**src/rtl/tm1638_responder.sv**
```systemverilog
// ---------------------------------------------------------------------------
// tm1638_responder
//   Target-side model of a TM1638 LED/key board controller. It decodes the
//   three-wire serial protocol (strobe, clock, data; LSB first) and keeps
//   the display RAM and the display control registers. On a key-read
//   command it shifts a latched key image back out.
//
// Ports
//   clk, rst      system clock; asynchronous active-high reset
//   sio_clk       serial clock from the controller (idles high)
//   sio_stb       active-low transaction strobe
//   sio_data_in   serial data from the controller
//   sio_data_out  serial read data toward the controller
//   sio_data_oe   drive enable for sio_data_out (tristate resolved above)
//   keys          key-scan image; read byte k = keys[8k+7:8k]
//   disp_ram      16-byte display RAM; address a = disp_ram[8a+7:8a]
//   disp_on       display enable
//   brightness    brightness level
//   frame_done    one-clk pulse when a write window that wrote data closes
// ---------------------------------------------------------------------------
module tm1638_responder #(
    parameter int SYNC_STAGES = 2   // synchronizer depth, must be >= 2
) (
    input  logic         clk,
    input  logic         rst,
    input  logic         sio_clk,
    input  logic         sio_stb,
    input  logic         sio_data_in,
    output logic         sio_data_out,
    output logic         sio_data_oe,
    input  logic [31:0]  keys,
    output logic [127:0] disp_ram,
    output logic         disp_on,
    output logic [2:0]   brightness,
    output logic         frame_done
);

    typedef enum logic [2:0] {
        IDLE,
        CMD,
        WR_DATA,
        RD_KEYS,
        IGNORE
    } state_t;

    // ------------------------------------------------------------------
    // Input synchronizers and edge detection
    // ------------------------------------------------------------------
    logic [SYNC_STAGES-1:0] sclk_sync_q;
    logic [SYNC_STAGES-1:0] stb_sync_q;
    logic [SYNC_STAGES-1:0] din_sync_q;
    logic                   sclk_prev_q;
    logic                   stb_prev_q;

    logic sclk_s, stb_s, din_s;
    logic sclk_rise, sclk_fall, stb_rise, stb_fall;

    // The strobe chain resets low: if rst drops while the controller is in
    // the middle of a window (strobe still low), no falling edge is seen
    // until the strobe has gone high and come back down, so the abandoned
    // transaction is never decoded.
    always_ff @(posedge clk or posedge rst) begin
        if (rst) begin
            sclk_sync_q <= '1;
            stb_sync_q  <= '0;
            din_sync_q  <= '0;
            sclk_prev_q <= 1'b1;
            stb_prev_q  <= 1'b0;
        end else begin
            sclk_sync_q <= {sclk_sync_q[SYNC_STAGES-2:0], sio_clk};
            stb_sync_q  <= {stb_sync_q[SYNC_STAGES-2:0], sio_stb};
            din_sync_q  <= {din_sync_q[SYNC_STAGES-2:0], sio_data_in};
            sclk_prev_q <= sclk_sync_q[SYNC_STAGES-1];
            stb_prev_q  <= stb_sync_q[SYNC_STAGES-1];
        end
    end

    assign sclk_s    = sclk_sync_q[SYNC_STAGES-1];
    assign stb_s     = stb_sync_q[SYNC_STAGES-1];
    assign din_s     = din_sync_q[SYNC_STAGES-1];
    assign sclk_rise =  sclk_s & ~sclk_prev_q;
    assign sclk_fall = ~sclk_s &  sclk_prev_q;
    assign stb_rise  =  stb_s  & ~stb_prev_q;
    assign stb_fall  = ~stb_s  &  stb_prev_q;

    // ------------------------------------------------------------------
    // Protocol FSM and register file
    // ------------------------------------------------------------------
    state_t            state_q;
    logic [2:0]        bit_cnt_q;
    logic [7:0]        shreg_q;
    logic [3:0]        ptr_q;
    logic              fixed_q;      // 1: fixed address, 0: auto-increment
    logic              wrote_q;      // at least one byte written this window
    logic [31:0]       keys_q;
    logic [5:0]        rd_cnt_q;     // index of next key bit to present
    logic              rd_active_q;  // first read bit already presented
    logic [15:0][7:0]  ram_q;
    logic              disp_on_q;
    logic [2:0]        bright_q;
    logic              oe_q;
    logic              dout_q;
    logic              frame_q;

    // Byte as it stands once the current sample is shifted in (LSB first).
    logic [7:0] byte_w;
    assign byte_w = {din_s, shreg_q[7:1]};

    always_ff @(posedge clk or posedge rst) begin
        if (rst) begin
            state_q     <= IDLE;
            bit_cnt_q   <= '0;
            shreg_q     <= '0;
            ptr_q       <= '0;
            fixed_q     <= 1'b0;
            wrote_q     <= 1'b0;
            keys_q      <= '0;
            rd_cnt_q    <= '0;
            rd_active_q <= 1'b0;
            ram_q       <= '0;
            disp_on_q   <= 1'b0;
            bright_q    <= '0;
            oe_q        <= 1'b0;
            dout_q      <= 1'b0;
            frame_q     <= 1'b0;
        end else begin
            frame_q <= 1'b0;
            if (stb_rise) begin
                // End of window from any state: drop any partial byte and
                // release the data line.
                state_q   <= IDLE;
                bit_cnt_q <= '0;
                oe_q      <= 1'b0;
                dout_q    <= 1'b0;
                frame_q   <= (state_q == WR_DATA) && wrote_q;
            end else begin
                case (state_q)
                    IDLE: begin
                        if (stb_fall) begin
                            state_q   <= CMD;
                            bit_cnt_q <= '0;
                        end
                    end

                    CMD: begin
                        if (sclk_rise) begin
                            shreg_q   <= byte_w;
                            bit_cnt_q <= bit_cnt_q + 3'd1;
                            if (bit_cnt_q == 3'd7) begin
                                case (byte_w[7:6])
                                    2'b01: begin
                                        fixed_q <= byte_w[2];
                                        if (byte_w[1]) begin
                                            keys_q      <= keys;
                                            rd_cnt_q    <= '0;
                                            rd_active_q <= 1'b0;
                                            state_q     <= RD_KEYS;
                                        end else begin
                                            state_q <= IGNORE;
                                        end
                                    end
                                    2'b10: begin
                                        disp_on_q <= byte_w[3];
                                        bright_q  <= byte_w[2:0];
                                        state_q   <= IGNORE;
                                    end
                                    2'b11: begin
                                        ptr_q   <= byte_w[3:0];
                                        wrote_q <= 1'b0;
                                        state_q <= WR_DATA;
                                    end
                                    default: state_q <= IGNORE;
                                endcase
                            end
                        end
                    end

                    WR_DATA: begin
                        if (sclk_rise) begin
                            shreg_q   <= byte_w;
                            bit_cnt_q <= bit_cnt_q + 3'd1;
                            if (bit_cnt_q == 3'd7) begin
                                ram_q[ptr_q] <= byte_w;
                                wrote_q      <= 1'b1;
                                if (!fixed_q)
                                    ptr_q <= ptr_q + 4'd1;   // 15 wraps to 0
                            end
                        end
                    end

                    RD_KEYS: begin
                        // Bits change on falling edges so they are stable
                        // when the controller samples on the rising edge.
                        if (sclk_fall) begin
                            if (!rd_active_q) begin
                                oe_q        <= 1'b1;
                                dout_q      <= keys_q[0];
                                rd_cnt_q    <= 6'd1;
                                rd_active_q <= 1'b1;
                            end else if (rd_cnt_q == 6'd32) begin
                                oe_q    <= 1'b0;
                                dout_q  <= 1'b0;
                                state_q <= IGNORE;
                            end else begin
                                dout_q   <= keys_q[rd_cnt_q[4:0]];
                                rd_cnt_q <= rd_cnt_q + 6'd1;
                            end
                        end
                    end

                    IGNORE: ;

                    default: state_q <= IDLE;
                endcase
            end
        end
    end

    assign disp_ram     = ram_q;
    assign disp_on      = disp_on_q;
    assign brightness   = bright_q;
    assign sio_data_oe  = oe_q;
    assign sio_data_out = dout_q;
    assign frame_done   = frame_q;

endmodule

```
**config.mk**
```make
export PLATFORM = sky130hd
export DESIGN_NAME = tm1638_responder
export DESIGN_NICKNAME = d
export VERILOG_FILES = /design/src/rtl/tm1638_responder.sv
export SDC_FILE = /design/constraint.sdc
export NUM_CORES = 1
export LEC_CHECK = 0
export ABC_AREA = 1
export CAP_MARGIN = 15
export CORE_ASPECT_RATIO = 0.75
export CORE_UTILIZATION = 50
export DETAILED_ROUTE_END_ITERATION = 10
export GPL_TIMING_DRIVEN = 0
export HOLD_SLACK_MARGIN = 0.12
export PLACE_DENSITY_LB_ADDON = 0.2
export SLEW_MARGIN = 20
export SYNTH_ARGS = -nofsm -noshare
export SYNTH_HDL_FRONTEND = slang
export SYNTH_SLANG_ARGS = --single-unit
```
**constraint.sdc**
```tcl
create_clock -name clk -period 13.81 [get_ports clk]
set_input_delay 4.143 -clock clk [delete_from_list [all_inputs] [get_ports clk]]
set_output_delay 4.143 -clock clk [all_outputs]
set_load 0.01 [all_outputs]
```
# Word level (Yosys, flattened, before mapping)
# Index checks and enable logic that the tools add are counted.
[totals] ff_bits=202 inputBits=37 output_inout_bits=135
[op_classes] n_addsub=3 magnitude_cmp=3 n_eq_ne=28 mux=57 bitwise=9 n_reduce_logical=23
[op_table] operator="$bwmux W128" count=1
[op_table] operator="$mux W6" count=7
[op_table] operator="$mux W3" count=11
[op_table] operator="$demux W8 S4" count=1
[op_table] operator="$mux W4" count=6
[op_table] operator="$mux W1" count=22
[op_table] operator="$ne A3 B3 Y1 const B" count=7
[op_table] operator="$reduce_and A7 Y1" count=3
[op_table] operator="$ne A2 B2 Y1 const B" count=8
[op_table] operator="$reduce_and A8 Y1" count=2
[op_table] operator="$pmux W3 S2" count=2
[op_table] operator="$pmux W3 S4" count=1
[op_table] operator="$pmux W6 S2" count=1
[op_table] operator="$reduce_and A5 Y1" count=2
[op_table] operator="$reduce_and A3 Y1" count=3
[op_table] operator="$mux W8" count=1
[op_table] operator="$pmux W4 S2" count=1
[op_table] operator="$reduce_bool A2 Y1" count=4
[op_table] operator="$add A6 B1 Y6 const B" count=1
[op_table] operator="$eq A3 B2 Y1 const B" count=2
[op_table] operator="$eq A3 B3 Y1 const B" count=2
[op_table] operator="$eq A6 B6 Y1 const B" count=1
[op_table] operator="$lt A5 B6 Y1 const B" count=1
[op_table] operator="$reduce_and A6 Y1" count=1
[op_table] operator="20 further kinds" count=32

# Longest topological paths before layout
[depth] depth_word=7 depth_mapped=12 ltp_nobuf=11

# Worst setup path before layout
# OpenSTA, ideal clock, no wires.
[synth_path] kind="register to output" from="register dout_q, in the netlist sio_data_out" to="output port sio_data_out" t_arrival_ns=0.385 path_slack_ns=9.282 stages_incl_launch_ff=1 n_path_buf=0 path_cell_list="dfrtp_1"
[synth_lines] element="from (decl)" line="102" text="logic dout_q;"
[synth_lines] element="from (signal assigned)" line="197" text="dout_q <= keys_q[0];"
[synth_lines] element="from (signal assigned)" line="205" text="dout_q <= keys_q[rd_cnt_q[4:0]];"
[synth_lines] element="to (decl)" line="29" text="output logic sio_data_out,"
# No word-level cell between the ends.

# Worst setup path in the final report
[layout_path] from="register ram_q (netlist bit disp_ram[107])" to="output port disp_ram[107]"
[layout_lines] element="from (decl)" line="98" text="logic [15:0][7:0] ram_q;"
[layout_lines] element="from (signal, indexed assignment)" line="183" text="ram_q[ptr_q] <= byte_w;"
[layout_lines] element="to (decl)" line="32" text="output logic [127:0] disp_ram,"
# No word-level cell between the ends.

==> results.sh <==
export IMPL_yosysTopAreaCell="dfrtp_1"
export IMPL_setup_ws_ns=8.23
export IMPL_dpl_cell_count=1203
export IMPL_cts_path_max_buffers=3
export IMPL_nets=1061
export IMPL_vias_per_cell=5.24
export IMPL_die_h_um=114
export IMPL_initial_core_util_pct=51.9
export IMPL_critical_path_class="reg2out"
export IMPL_skew_ns=0.0105
export IMPL_rsz0062_at_grt="false"
export IMPL_diodes=0
export IMPL_rows=40
export IMPL_die_w_um=152
export IMPL_core_mm2=0.0162
export IMPL_place_congestion=0.852
export IMPL_synthToLayoutAreaGrowth_pct=32.1
export IMPL_dr_pass1_iters=5
export IMPL_ys_warn_count=0
export IMPL_slew_headroom_pct=51.8
export IMPL_fmax_ghz=0.179
export IMPL_finalNonFillerCells=1237
export IMPL_whs_ns=0.349
export IMPL_report_power_total_mw=1.34
export IMPL_synthTopCellsByArea="dfrtp_1, nand2_1, o21ai_0"
export IMPL_cp_max_fo=2
export IMPL_cts_root_buf="clkbuf_16"
export IMPL_grt_max_degree=107
export IMPL_crit_family="buffers and inverters"
export IMPL_startpoint_type="flop"
export IMPL_place_ws_ns=8.20
export IMPL_io_pins=172
export IMPL_syn_nets=866
export IMPL_clk_latency_ns=0.49
export IMPL_finalCritPeriodShare_pct=40.4
export IMPL_worst_ep_arrival_time_ns=1.44
export IMPL_fin_area_mm2=0.0111
export IMPL_finalSetupViolCount=0
export IMPL_synth_edff_count=0
export IMPL_cts_setup_buffers=0
export IMPL_post_route_util_pct=68.6
export IMPL_clock_sinks=201
export IMPL_worst_path_largest_cell_delay_ns=0.60
export IMPL_route_detailed_drc=0
export IMPL_tightestPinTransition_ns=0.723
export IMPL_vdd_drop_max_mv=0.100
export IMPL_p_per_area_mw_per_mm2=120
export IMPL_postRouteAntennaNets=0
export IMPL_hold_viol=0
export IMPL_cts_tree="yes"
export IMPL_via_count=6488
export IMPL_synth_distinct_cells=36
export IMPL_p_leak_nw=5.08
export IMPL_wl_per_cell_um=16.9
export IMPL_maxCapViolCount=0
export IMPL_synth_flop_cell="dfrtp_1"
export IMPL_ys_seq_elements=201
export IMPL_drtIter0Drc=399
export IMPL_path_cells="clkdlybuf4s50_1"
export IMPL_dp_hpwl_mm=14.3
export IMPL_antenna_found_initial=0
export IMPL_slew_violations=0
export IMPL_critical_path_buf_inv_count=1
export IMPL_async_flop_share_pct=100
export IMPL_grt_pass1_wl_mm=33.6
export IMPL_hold_class="reg2reg"
export IMPL_dieArea_mm2=0.0174
export IMPL_final_common_cell="nand2_1"
export IMPL_synth_cells=820
export IMPL_cp_data_required_time_ns=9.67
export IMPL_grt_usage_pct=24.4
export IMPL_grt_overflow=0
export IMPL_status="finished clean"
export IMPL_synthesis_area_mm2=0.00842
export IMPL_cts_made_buffers=20
export IMPL_h_tree_depth=1
export IMPL_portBuffers=171
export IMPL_drive_above_1_share_pct=13.9
export IMPL_period_minus_slack_ns=5.58
export IMPL_wl_mm=20.8
export IMPL_layout_common_cells="nand2_1, dfrtp_1, clkdlybuf4s50_1"
export IMPL_yosysTopAreaCellShare_pct=58.9
export IMPL_avgSynthCellArea_um2=10.3
export IMPL_critPathCaptureType="output port"
export IMPL_cp_slowest_cell="clkdlybuf4s50_1"
export IMPL_finalSetupTns_ns=0
export IMPL_clk_pin_slew_ns=0.06
export IMPL_ctsHoldBuffers=0
export IMPL_cts_resized=0
export IMPL_grt_pass1_vias=6193
export IMPL_seq_area_frac_synth_pct=59.8
export IMPL_placed_area_mm2=0.0105
## sequential cells by signal (all words and copies together) (netlist names)
register,count
disp_on,1
shreg_q,7
ptr_q,4
sio_data_oe,1
state_q,3
sclk_sync_q,2
fixed_q,1
rd_active_q,1
brightness,3
rd_cnt_q,6
din_sync_q,2
stb_prev_q,1
sio_data_out,1
sclk_prev_q,1
disp_ram,128
frame_done,1
keys_q,32
stb_sync_q,2
bit_cnt_q,3
wrote_q,1
## cells in the mapped netlist (all sizes together), types with 3 or more instances
cell type	count
clkbuf	10
ha	9
nand2	238
dfrtp	198
dfstp	3
a21oi	12
nand4	3
nand3	37
clkinv	3
buf	26
a31oi	4
o21ai	156
mux2	32
inv	41
nor2	36
nor3	4
xor2	4
## power by group
| part | switching, mW | internal [mW] |
|---|---|---|
| Combinational | 0.119 | 0.0469 |
| Clock | 0.221 | 0.330 |
| Sequential | 0.0152 | 0.608 |
| Total | 0.355 | 0.984 |
## metal layers
layer	wire (µm)	vias up	GRT usage, %
met5	0	-	0
met4	306	0	4.87
met3	1280	22	4.20
met2	9270	219	36.8
met1	9990	3150	37.2
li1	-	3097	-
## cell type report
type | instances | area [µm²]
Inverter | 44 | 174
Fill cell | 1247 | 5090
Clock inverter | 8 | 93.8
Tap cell | 210 | 263
Buffer | 36 | 248
Multi-Input combinational cell | 539 | 2970
Clock buffer | 26 | 574
Timing Repair Buffer | 173 | 1770
Sequential cell | 201 | 5030
## cell families after synthesis
kind of cell / share of synthesized area (%)
buf+inv: 4.92
simple gates: 17.0
xor+xnor: 0.416
fa+ha+maj: 1.34
compound gates: 10.9
flops: 59.8
mux: 5.62
## worst paths after layout
| kind | from | slack, ns | to | cells past startpoint |
|---|---|---|---|---|
| min reg2reg | din_sync_q[0]$_DFF_PP0_ | 0.35 | din_sync_q[1]$_DFF_PP0_ | 0 |
| min in group asynchronous | rst | 3.94 | keys_q[20]$_DFFE_PP0P_ | 2 |
| max in group asynchronous | rst | 8.74 | din_sync_q[0]$_DFF_PP0_ | 4 |
| max reg2reg | rd_cnt_q[0]$_DFFE_PP0P_ | 11.50 | state_q[2]$_DFFE_PP0P_ | 9 |
| max | disp_ram[107]$_DFFE_PP0P_ | 8.23 | disp_ram[107] | 1 |
| min | din_sync_q[0]$_DFF_PP0_ | 0.35 | din_sync_q[1]$_DFF_PP0_ | 0 |
Note: power is estimated with default switching activity, not from simulation.
